**src/rtl/uart_byte_rx.sv**
```systemverilog
// UART byte receiver: 16x-oversampled serial line, majority-vote bit decisions, 8N1 frames.
// Defining UART_RX_PARITY_EN switches the frame to 8E1 and enables parity checking.
module uart_byte_rx #(
    parameter int CLK_FREQ   = 50000000,
    parameter int OVERSAMPLE = 16
) (
    input  logic       Clk,
    input  logic       Rst,
    input  logic [2:0] baud_set,
    input  logic       Rs232_Rx,
    output logic [7:0] data_byte,
    output logic       Rx_Done,
    output logic       frame_err,
    output logic       parity_err,
    output logic       state
);

    typedef enum logic [2:0] {
        IDLE      = 3'd0,
        START     = 3'd1,
        DATA      = 3'd2,
`ifdef UART_RX_PARITY_EN
        PARITY    = 3'd3,
`endif
        STOP      = 3'd4,
        WAIT_HIGH = 3'd5
    } rx_state_t;

    // Clock cycles per oversample tick for a given baud selection.
    function automatic logic [15:0] baud_div(input logic [2:0] sel);
        int baud;
        case (sel)
            3'd1:    baud = 32'd19200;
            3'd2:    baud = 32'd38400;
            3'd3:    baud = 32'd57600;
            3'd4:    baud = 32'd115200;
            default: baud = 32'd9600;
        endcase
        return 16'(CLK_FREQ / (baud * OVERSAMPLE));
    endfunction

`ifdef UART_RX_PARITY_EN
    // Returns 1 when data plus parity bit fail the even-parity rule.
    function automatic logic even_parity_bad(input logic [7:0] d, input logic p);
        return (^d) ^ p;
    endfunction
`endif

    logic        rx_meta_r;
    logic        rx_sync_r;
    logic        rx_prev_r;
    logic [1:0]  flush_r;
    logic        armed_r;
    rx_state_t   fsm_r;
    logic [2:0]  baud_r;
    logic [15:0] div_cnt_r;
    logic [3:0]  t_idx_r;
    logic        s6_r;
    logic        s7_r;
    logic [7:0]  shift_r;
    logic [2:0]  bit_cnt_r;
`ifdef UART_RX_PARITY_EN
    logic        par_bit_r;
`endif

    logic [15:0] div_s;
    logic        fall_s;
    logic        start_s;
    logic        tick_s;
    logic [3:0]  nxt_t_s;
    logic        decide_s;
    logic        bit_end_s;
    logic        maj_s;

    assign div_s     = baud_div(baud_r);
    assign fall_s    = rx_prev_r & ~rx_sync_r;
    assign start_s   = (fsm_r == IDLE) & armed_r & fall_s;
    assign tick_s    = (div_cnt_r >= (div_s - 16'd1));
    assign nxt_t_s   = t_idx_r + 4'd1;
    assign decide_s  = tick_s & (nxt_t_s == 4'd8);
    assign bit_end_s = tick_s & (nxt_t_s == 4'd0);
    // t=8 sample is the live synchronized line; t=6 and t=7 were latched earlier.
    assign maj_s     = (s6_r & s7_r) | (s6_r & rx_sync_r) | (s7_r & rx_sync_r);

    // Two-flop synchronizer plus arming once the flushed line is seen high.
    always_ff @(posedge Clk) begin
        if (Rst) begin
            rx_meta_r <= 1'b1;
            rx_sync_r <= 1'b1;
            rx_prev_r <= 1'b1;
            flush_r   <= 2'b00;
            armed_r   <= 1'b0;
        end else begin
            rx_meta_r <= Rs232_Rx;
            rx_sync_r <= rx_meta_r;
            rx_prev_r <= rx_sync_r;
            flush_r   <= {flush_r[0], 1'b1};
            armed_r   <= armed_r | (flush_r[1] & rx_sync_r);
        end
    end

    // Oversample tick divider, re-phased to each detected start edge.
    always_ff @(posedge Clk) begin
        if (Rst) begin
            div_cnt_r <= 16'd0;
        end else if (start_s || tick_s) begin
            div_cnt_r <= 16'd0;
        end else begin
            div_cnt_r <= div_cnt_r + 16'd1;
        end
    end

    // Frame FSM: bit timing, majority sampling, shift register and result pulses.
    always_ff @(posedge Clk) begin
        if (Rst) begin
            fsm_r      <= IDLE;
            baud_r     <= 3'd0;
            t_idx_r    <= 4'd0;
            s6_r       <= 1'b1;
            s7_r       <= 1'b1;
            shift_r    <= 8'd0;
            bit_cnt_r  <= 3'd0;
`ifdef UART_RX_PARITY_EN
            par_bit_r  <= 1'b0;
`endif
            data_byte  <= 8'd0;
            Rx_Done    <= 1'b0;
            frame_err  <= 1'b0;
            parity_err <= 1'b0;
            state      <= 1'b0;
        end else begin
            Rx_Done    <= 1'b0;
            frame_err  <= 1'b0;
            parity_err <= 1'b0;

            if (start_s) begin
                t_idx_r <= 4'd0;
            end else if (tick_s) begin
                t_idx_r <= nxt_t_s;
            end
            if (tick_s && (nxt_t_s == 4'd6)) begin
                s6_r <= rx_sync_r;
            end
            if (tick_s && (nxt_t_s == 4'd7)) begin
                s7_r <= rx_sync_r;
            end

            case (fsm_r)
                IDLE: begin
                    if (start_s) begin
                        fsm_r  <= START;
                        state  <= 1'b1;
                        baud_r <= baud_set;
                    end
                end
                START: begin
                    if (decide_s && maj_s) begin
                        fsm_r <= IDLE;
                        state <= 1'b0;
                    end else if (bit_end_s) begin
                        fsm_r     <= DATA;
                        bit_cnt_r <= 3'd0;
                    end
                end
                DATA: begin
                    if (decide_s) begin
                        shift_r <= {maj_s, shift_r[7:1]};
                    end
                    if (bit_end_s) begin
                        if (bit_cnt_r == 3'd7) begin
`ifdef UART_RX_PARITY_EN
                            fsm_r <= PARITY;
`else
                            fsm_r <= STOP;
`endif
                        end else begin
                            bit_cnt_r <= bit_cnt_r + 3'd1;
                        end
                    end
                end
`ifdef UART_RX_PARITY_EN
                PARITY: begin
                    if (decide_s) begin
                        par_bit_r <= maj_s;
                    end
                    if (bit_end_s) begin
                        fsm_r <= STOP;
                    end
                end
`endif
                STOP: begin
                    // Leaving at t=8 keeps back-to-back start edges visible in IDLE.
                    if (decide_s) begin
                        if (maj_s) begin
                            data_byte <= shift_r;
                            Rx_Done   <= 1'b1;
`ifdef UART_RX_PARITY_EN
                            parity_err <= even_parity_bad(shift_r, par_bit_r);
`endif
                            fsm_r     <= IDLE;
                            state     <= 1'b0;
                        end else begin
                            frame_err <= 1'b1;
                            fsm_r     <= WAIT_HIGH;
                        end
                    end
                end
                WAIT_HIGH: begin
                    if (rx_sync_r) begin
                        fsm_r <= IDLE;
                        state <= 1'b0;
                    end
                end
                default: begin
                    fsm_r <= IDLE;
                    state <= 1'b0;
                end
            endcase
        end
    end

endmodule

```
**config.mk**
```make
export PLATFORM = sky130hd
export DESIGN_NAME = uart_byte_rx
export DESIGN_NICKNAME = d
export VERILOG_FILES = /design/src/rtl/uart_byte_rx.sv
export SDC_FILE = /design/constraint.sdc
export NUM_CORES = 1
export LEC_CHECK = 0
export BUFFER_PORTS_ARGS = -buffer_cell sky130_fd_sc_hd__buf_2
export CAP_MARGIN = 25
export CORE_ASPECT_RATIO = 0.75
export CORE_MARGIN = 8
export CORE_UTILIZATION = 50
export DETAILED_ROUTE_END_ITERATION = 16
export HOLD_SLACK_MARGIN = 0.15
export PLACE_DENSITY = 0.71
export SYNTH_ARGS = -nofsm -noshare
export SYNTH_HDL_FRONTEND = slang
export SYNTH_SLANG_ARGS = --single-unit
export TNS_END_PERCENT = 5
```
**constraint.sdc**
```tcl
create_clock -name Clk -period 32 [get_ports Clk]
set_input_delay 1.6 -clock Clk [delete_from_list [all_inputs] [get_ports Clk]]
set_output_delay 1.6 -clock Clk [all_outputs]
set_load 0.005 [all_outputs]
```
== Word-level counts from Yosys, hierarchy flattened ==
Cells that the tools add are included.

* Register bits: 56
* Bits in latches: 0
* Memory bits (writable): 0
* ROM bits: 0
* Input bits: 6
* Output and inout bits: 12
* Logic and storage cells: 103
* Memories kept: 0

* Add/sub/neg operators: 4
* Multipliers: 0
* Divide/modulo/power cells: 1
* Magnitude comparators: 1
* Equal/unequal tests: 23
* Shifts and indexed selects: 0
* Muxes and demuxes: 24
* Bitwise logic cells: 16
* Reduce and logical (&&, ||, !) cells: 16

{| class="wikitable"
|+ Operators by type and width
! cell !! count
|-
| 17-bit case mux with 4 select lines || 1
|-
| 3-bit 2-to-1 mux || 12
|-
| 27-bit by 32-bit divider with 32-bit output, first input constant || 1
|-
| 2-bit inequality test, second input constant || 10
|-
| 16-bit by 1-bit adder with 16-bit output, second input constant || 1
|-
| 16-bit greater-or-equal comparator || 1
|-
| 16-bit by 1-bit subtractor with 16-bit output, second input constant || 1
|-
| 3-bit case mux with 5 select lines || 1
|-
| 3-bit == test, second input constant || 4
|-
| 6-bit AND reduction || 2
|-
| 1-bit bitwise AND || 9
|-
| 3-bit by 2-bit == test with 1-bit output, second input constant || 3
|-
| 4-bit by 3-bit == test with 1-bit output, second input constant || 2
|-
| 1-bit 2-to-1 mux || 8
|-
| 3-bit by 1-bit == test with 1-bit output, second input constant || 2
|-
| 3-bit case mux with 2 select lines || 1
|-
| 1-bit case mux with 5 select lines || 1
|-
| 5-bit AND reduction || 1
|-
| 4-bit by 1-bit adder with 4-bit output, second input constant || 1
|-
| 4-bit == test, second input constant || 1
|-
| 4-bit zero test || 1
|-
| 1-bit NOT || 4
|-
| 2-bit AND reduction || 2
|-
| 2-bit OR reduction || 2
|-
| 9 further kinds || 13
|}

== Logic depth before layout (Yosys ltp) ==
Gate-level depths: netlist of the first run.

* Depth after elaboration: 9
* Gate-level depth with buffers: 212

== Least setup slack after synthesis of the first run ==
No wires, ideal clock.

* Path kind: reg-to-reg
* Start point: register baud_r[1]
* End point: register fsm_r[2]
* Setup time: 127 ps
* Arrival time: 35415 ps
* Data required time: 31873 ps
* Setup slack: -3543 ps
* Stages on the path, launching flop included: 206
* Clock period less this slack: 35543 ps
* Cell sequence: dfxtp_1 > buf_4 > nor3b_1 > buf_4 > clkbuf_1 > buf_1 > nor2_1 > inv_1 > ha_1 > nand2_1 > a21o_1 > a21oi_1 > and3_1 > ha_1 > nand3_1 > a211oi_1 > a211oi_2 > nor2_1 > [170 not listed] > o21ai_0 > nand2b_1 > a21oi_1 > nor2b_1 > o21ai_0 > and3_1 > clkbuf_1 > nor2b_1 > o211ai_1 > inv_1 > a21oi_1 > a311oi_1 > o21ai_0 > nor3_1 > a31oi_1 > nor2_1 > a21oi_1 > nor2_1

* Cells in the longest elaborated chain, start to end: 9

{| class="wikitable"
|+ RTL lines
! what !! line !! text
|-
| start: declaration || 55 || <nowiki>logic [2:0] baud_r;</nowiki>
|-
| start signal: assignment || 153 || <nowiki>baud_r <= baud_set;</nowiki>
|-
| 3-bit == test (tied with other cells) || 32 || <nowiki>case (sel)</nowiki>
|-
| 17-bit case mux with 4 select lines * || 32 ||
|-
| 27-bit by 32-bit divider with 32-bit output * || 39 || <nowiki>return 16'(CLK_FREQ / (baud * OVERSAMPLE));</nowiki>
|-
| 16-bit by 1-bit subtractor with 16-bit output * || 78 || <nowiki>assign tick_s = (div_cnt_r >= (div_s - 16'd1));</nowiki>
|-
| 16-bit greater-or-equal comparator * || 78 ||
|-
| 1-bit bitwise AND || 80 || <nowiki>assign decide_s = tick_s & (nxt_t_s == 4'd8);</nowiki>
|-
| 1-bit logical AND || 157 || <nowiki>if (decide_s && maj_s) begin</nowiki>
|-
| 3-bit inequality test (no source line) / 3-bit 2-to-1 mux (equally long branches) || -- ||
|-
| 6-bit AND reduction (no source line) / 3-bit case mux with 5 select lines (equally long branches) || -- ||
|-
| end signal: assignment || 158 || <nowiki>fsm_r <= IDLE;</nowiki>
|-
| end signal: assignment || 161 || <nowiki>fsm_r <= DATA;</nowiki>
|-
| end signal: assignment || 174 || <nowiki>fsm_r <= STOP;</nowiki>
|-
| end: declaration || 54 || <nowiki>rx_state_t fsm_r;</nowiki>
|}

Every way passes the cells marked *; elsewhere a longest branch is shown, timed or not.
A chain may end at the register's enable or synchronous reset.

== Worst setup path after layout of the first run ==
* Start point: register baud_r[1]
* End point: register fsm_r[1]

The elaborated chain is that of the path after synthesis.

==> impl_results.md, run 1 <==
* HP Class: reg -> reg
* Max H-tree Level at 2
* Hold wc startpoint: rx_meta_r
* Worst-margin pin slew at 810 ps
* FF+latch count, synth at 56
* CP most frequent cell: a21oi_2
* Total global routing overflow at 0
* Leading area contributor after synthesis: ha_1
* Vias in the first global route at 9738
* Critical Path RT at roughly 32000 ps
* Status: finished clean
* Largest net degree at the start of global routing at 35
* Die Span X at approximately 180 um
* Crit path kind: reg -> reg
* Critical path's largest stage delay at 510 ps
* Proportion of layout cells with a drive suffix above 1 at 29.9%
* Pre-CTS WS at -1330 ps
* Crit share post-route at 97.6%
* Final Hold Fails at 0
* Crit path arrival time at 31440 ps
* I/O Buffers at 16
* Syn avg cell area at around 7.2 sq um
* Count leader, synth: nor2_1
* Reg2reg end: fsm_r[1]
* Drt drc at 0
* Min-Delay Path Depth at 1
* Final setup vio count at 0
* Fmax at ~0.032 GHz
* DR WL/cell at ~19 um
* Initial antenna violation count at 0
* Dominant cells by area after synthesis: ha_1, dfxtp_1, a21oi_1
* Worst Reg-to-Reg Cells at 176
* Std cell rows at 44
* Drt total wl at 34400 um
* Num CTS Buffers at 5
* Final Instance Area at approximately 13000 sq um
* Via count at 11400
* Worst-Skew Late Latency at between 200 and 300 ps
* Post-synth EDFFs at 0
* Placed cell area at 11300 sq um
* First-pass GRT wire length at 51100 um
* Vias/cell at between 6 and 7
* Synth cell types at a little over 90
* Layout Nets at ~1700
* CTS tree: built
* Core Region at ~19000 sq um
* Die H at roughly 140 um
* Skew final at 2.62 ps
* ANT nets after route at 0
* Initial Util at 51.1%
* Reg-to-reg startpoint: baud_r[1]
* Area Overhead vs Synth at 31.4%
* Area of the mapped netlist at 9910 sq um
* Post-Layout Cell Count at between 1500 and 2000
* CP endpoint kind: flip-flop
* Crit path time final at approximately 31000 ps
* Die Area at about 25000 sq um
* Initial DRC count at ~1200
* Drt pass-1 iters at 7
* Sequential fraction of the synthesis area at a little under an eighth
* CP Launch Point: baud_r[1]
* Worst R2R Setup Slack at between 700 and 800 ps
* Cells after synthesis at ~1400
* Clk root buf: clkbuf_16
* GPL Wtd Cong at ~0.98
* CTS sink cnt at 56
* Post-DP HPWL at between 20000 and 25000 um
* Post-layout util at about two thirds
* Area share of the largest cell type after synthesis at 16.5%
* Yosys warning count at 0
* Post-synth top flop: dfxtp_1
* ANT cells at 0
* Total Routing Usage GR at 25.3%
* IO Count at 18
* Max clock buf depth at 2
* Max Slew Vio Count at 0
* Worst Hold End: rx_sync_r
* Max-Cap Viols at 0
* PnR worst setup slack at between 700 and 800 ps
* CP Launch Type: flip-flop
* Post-synth top cells: nor2_1, nand2_1, ha_1
* Placed cell count at roughly 1700
* Clk pin slew, worst setup/hold paths at roughly 70 ps
* Crit Path Max Fanout at 13
* Relative slew margins at 46.0%
* Post-synth ARST share at 0%
* Slowest stage cell, crit path: or4b_4
* Fillers at 1577
[sequential cells by signal (all words and copies together), names as in the netlist]
| name | cells |
|---|---|
| s6_r | 1 |
| rx_sync_r | 1 |
| rx_meta_r | 1 |
| baud_r | 3 |
| t_idx_r | 4 |
| frame_err | 1 |
| fsm_r | 3 |
| armed_r | 1 |
| state | 1 |
| flush_r | 2 |
| bit_cnt_r | 3 |
| div_cnt_r | 16 |
| data_byte | 8 |
| Rx_Done | 1 |
| rx_prev_r | 1 |
| shift_r | 8 |
| s7_r | 1 |
[cell usage in the layout (no fill, tap or decap), types with 21 or more instances in the layout]
| cell | count |
|---|---|
| a21o_1 | 34 |
| a21oi_1 | 89 |
| a21oi_2 | 38 |
| buf_4 | 191 |
| dfxtp_1 | 53 |
| ha_1 | 97 |
| ha_4 | 28 |
| inv_1 | 38 |
| mux2i_1 | 27 |
| nand2_1 | 128 |
| nand2b_1 | 21 |
| nand3_1 | 42 |
| nor2_1 | 144 |
| nor3_1 | 26 |
| o21ai_0 | 63 |
| o21ai_1 | 23 |
| xnor2_1 | 58 |
| xor2_1 | 26 |
[through the flow]
stage | hold WS, ps | setup TNS [ps]
floorplan | 389 | 0
global placement | 404 | -8660
detailed placement | 407 | -27810
CTS | 423 | 0
global route | 439 | -6200
finish | 426 | 0
[critical path, delay by kind of cell, from the launching register on]
kind | cells | cell delay [ps]
XOR/XNOR | 1 | 210
flip-flops | 1 | 370
AND/OR/NAND/NOR | 47 | 7170
multiplexers | 8 | 2000
adder cells (fa/ha/maj) | 18 | 4810
AO/OA/AOI/OAI | 86 | 14490
buffers and inverters | 16 | 1950
[timing repair]
action                     CTS  global route
hold endpoints to repair     0             0
hold buffers                 0             0
buffers inserted            27            74
setup endpoints to repair   42            42
gates resized for setup     25           157
pin swaps                   25           116
gates cloned                 1             2
[cell type report]
type                            count  area [sq um]  area share (%)
Tap cell                          253           317            2.43
Clock inverter                      2          10.0          0.0769
Clock buffer                        6           139            1.07
Multi-Input combinational cell   1239          9540            73.3
Sequential cell                    56          1130            8.68
Inverter                           49           193            1.48
Timing Repair Buffer              220          1690            13.0
[worst max path at each step]
stage / end / slack (ps) / cells past startpoint
after floorplan: fsm_r[1] / 0.3 / 204
after global placement: fsm_r[2] / -820 / 186
after detailed placement: fsm_r[2] / -1330 / 187
after CTS: fsm_r[1] / 5 / 186
after global routing: fsm_r[1] / -590 / 183
final: fsm_r[1] / 780 / 176
[cells by family (layout without fill, tap and decap cells)]
group	after synthesis	after routing	share of synthesized area, %
other	1	11	0.0379
buffers and inverters	95	277	3.92
adders and majority gates	132	132	16.6
AOI/OAI and AO/OA	445	445	30.1
xor gates and xnor gates	86	86	7.60
muxes	49	49	5.22
and+or+nand+nor	514	516	25.1
DFF	56	56	11.3
[routing by layer]
metal	vias up	wire [um]	global-route usage, %
met2	514	14600	37.3
met3	68	3080	4.08
li1	5487	-	-
met4	0	597	3.80
met5	-	0	0
met1	5292	16100	38.3
Power of run 1 is not shown: default switching activity piles up to over one toggle a cycle in this logic, so the estimate is an artifact.
==> run 2: changes to the inputs <==
--- a/config.mk
+++ b/config.mk
@@ -13,6 +13,8 @@
 export DETAILED_ROUTE_END_ITERATION = 16
 export HOLD_SLACK_MARGIN = 0.15
 export PLACE_DENSITY = 0.71
+export RECOVER_POWER = 100
+export REMOVE_ABC_BUFFERS = 1
 export SYNTH_ARGS = -nofsm -noshare
 export SYNTH_HDL_FRONTEND = slang
 export SYNTH_SLANG_ARGS = --single-unit
==> run 2 against run 1 <==
Wire length is 6.2% higher. Critical path type unchanged. Register-to-register slack got worse by 90 ps. Core utilization up 2.6 points. Design area is 3.8% higher. Highest routed layer unchanged. Clock skew rose by 3.6 ps. Critical endpoint is now fsm_r[0]. First-iteration DRC count shrank 1.5%. Critical path depth up 7. Die area is the same. Sequential share of layout area decreased by 0.35 points. Cell count grew 1.8%. Non-clock buffer count is 33 higher.
==> impl_results.md, run 2 (synthesized netlist as in run 1, its figures left out) <==
* Status: finished clean
* ANT nets after route at 0
* Drt pass-1 iters at 5
* IO Count at 18
* Relative slew margins at 27.4%
* CP Launch Type: flip-flop
* Area Overhead vs Synth at 36.4%
* DR WL/cell at a little under 20 um
* Max-Cap Viols at 0
* Placed cell count at about 1700
* Met3 Usage GRT at 2.18%
* Crit path arrival time at 31530 ps
* Worst-margin pin slew at between 1000 and 1500 ps
* GPL Wtd Cong at between 0.9 and 1
* Clk root buf: clkbuf_16
* Initial Util at between 50% and 60%
* Initial antenna violation count at 0
* Die Area at around 25000 sq um
* CP endpoint kind: flip-flop
* Critical Path RT at around 32000 ps
* ANT cells at 0
* Die Span X at 179 um
* CP most frequent cell: a21oi_2
* CTS sink cnt at 56
* Worst-Skew Late Latency at ~300 ps
* Initial DRC count at around 1200
* Pre-CTS WS at -1480 ps
* Max Slew Vio Count at 0
* Final setup vio count at 0
* Met2 Use GR at between 40% and 50%
* First-pass GRT wire length at just over 50000 um
* Proportion of layout cells with a drive suffix above 1 at roughly a third
* Final Hold Fails at 0
* RSZ-0062 raised after global routing: yes
* Max reg flops at 16
* Core Region at a little under 20000 sq um
* Skew final at a little over 6 ps
* Post-DP HPWL at 24700 um
* Total global routing overflow at 0
* Clk pin slew, worst setup/hold paths at roughly 70 ps
* Crit path time final at between 30000 and 40000 ps
* Met1 Track Usage GR at between 30 and 40%
* Std cell rows at 44
* Gr busiest metal: met2
* Critical path's largest stage delay at 410 ps
* HP Class: reg -> reg
* Worst R2R Setup Slack at just under 700 ps
* Largest regs: div_cnt_r: 16 flops, data_byte: 8 flops, shift_r: 8 flops
* Largest register by flop count: div_cnt_r
* Crit Path Max Fanout at 10
* Drt total wl at between 30000 and 40000 um
* PnR worst setup slack at between 600 and 700 ps
* Crit share post-route at between 90% and 100%
* Max clock buf depth at 2
* Commonest cells after routing, fill and taps aside: buf_4, nor2_1, nand2_1
* Setup TNS at 0 ps
* Crit path kind: reg -> reg
* Drt drc at 0
* Fmax at 0.0319 GHz
* Die H at approximately 140 um
* Layout Nets at 1740
* Vias in the first global route at roughly 9900
* Largest net degree at the start of global routing at 35
* I/O Buffers at 16
* Vias/cell at ~6.3
* Via count at about 12000
* CTS tree: built
* Most common cell after layout, fill and taps aside: buf_4
* Slowest stage cell, crit path: or3_4
* Num CTS Buffers at 5
* Post-Layout Cell Count at around 1900
* Total Routing Usage GR at roughly 26%
* Max H-tree Level at 2
## run 2: cell types whose count changed in the layout (fill, tap and decap cells not counted), moves of 5 or more
| cell | previous run | this run |
|---|---|---|
| ha_1 | 97 | 92 |
| a21oi_4 | 5 | 12 |
| nor2_2 | 11 | 20 |
| a21oi_1 | 89 | 78 |
| nor2_1 | 144 | 137 |
| buf_4 | 191 | 223 |
| ha_4 | 28 | 35 |
## run 2: per-stage QoR
step	util [%]	hold slack, ps	instance area [sq um]
floorplan	-	389	9740
global placement	57.6	391	11200
detailed placement	57.6	417	11200
CTS	59.8	434	11600
global route	69.7	442	13500
finish	69.7	427	13500
## run 2: final timing paths
path	startpoint	to	cells after the start
worst max-delay path	baud_r[1]	fsm_r[0]	183
worst min-delay path	rx_meta_r	rx_sync_r	1
worst max register to register	baud_r[1]	fsm_r[0]	183
worst min register to register	rx_meta_r	rx_sync_r	1
## run 2: worst max-delay path, delay by kind of cell (launching register included)
family	cells	cell delay [ps]
AO/OA/AOI/OAI	87	14110
XOR/XNOR	3	470
adder cells (fa/ha/maj)	19	4870
buffers and inverters	17	2420
flip-flops	1	360
multiplexers	4	1130
AND/OR/NAND/NOR	53	7830
## run 2: cell type report
class	count	area, sq um
Clock buffer	5	125
Multi-Input combinational cell	1238	9790
Clock inverter	3	46.3
Fill cell	1470	5860
Inverter	49	189
Tap cell	253	317
Timing Repair Buffer	253	1920
Sequential cell	56	1130
## run 2: routing by layer
metal | wire (um) | vias to the layer above | part of all wire, %
met5 | 0 | - | 0
met4 | 1700 | 0 | 4.6
met3 | 3230 | 158 | 8.9
met2 | 15700 | 594 | 43
met1 | 15900 | 5456 | 43
li1 | - | 5551 | -
## run 2: what timing repair did
item                                    in CTS  in global routing
setup buffers                               13                 90
pin swaps                                   18                175
hold buffers                                 0                  0
resized for setup                           36                259
cloned                                       0                  1
endpoints found under the setup margin      42                 42
Power of run 2 is left out for the same reason.
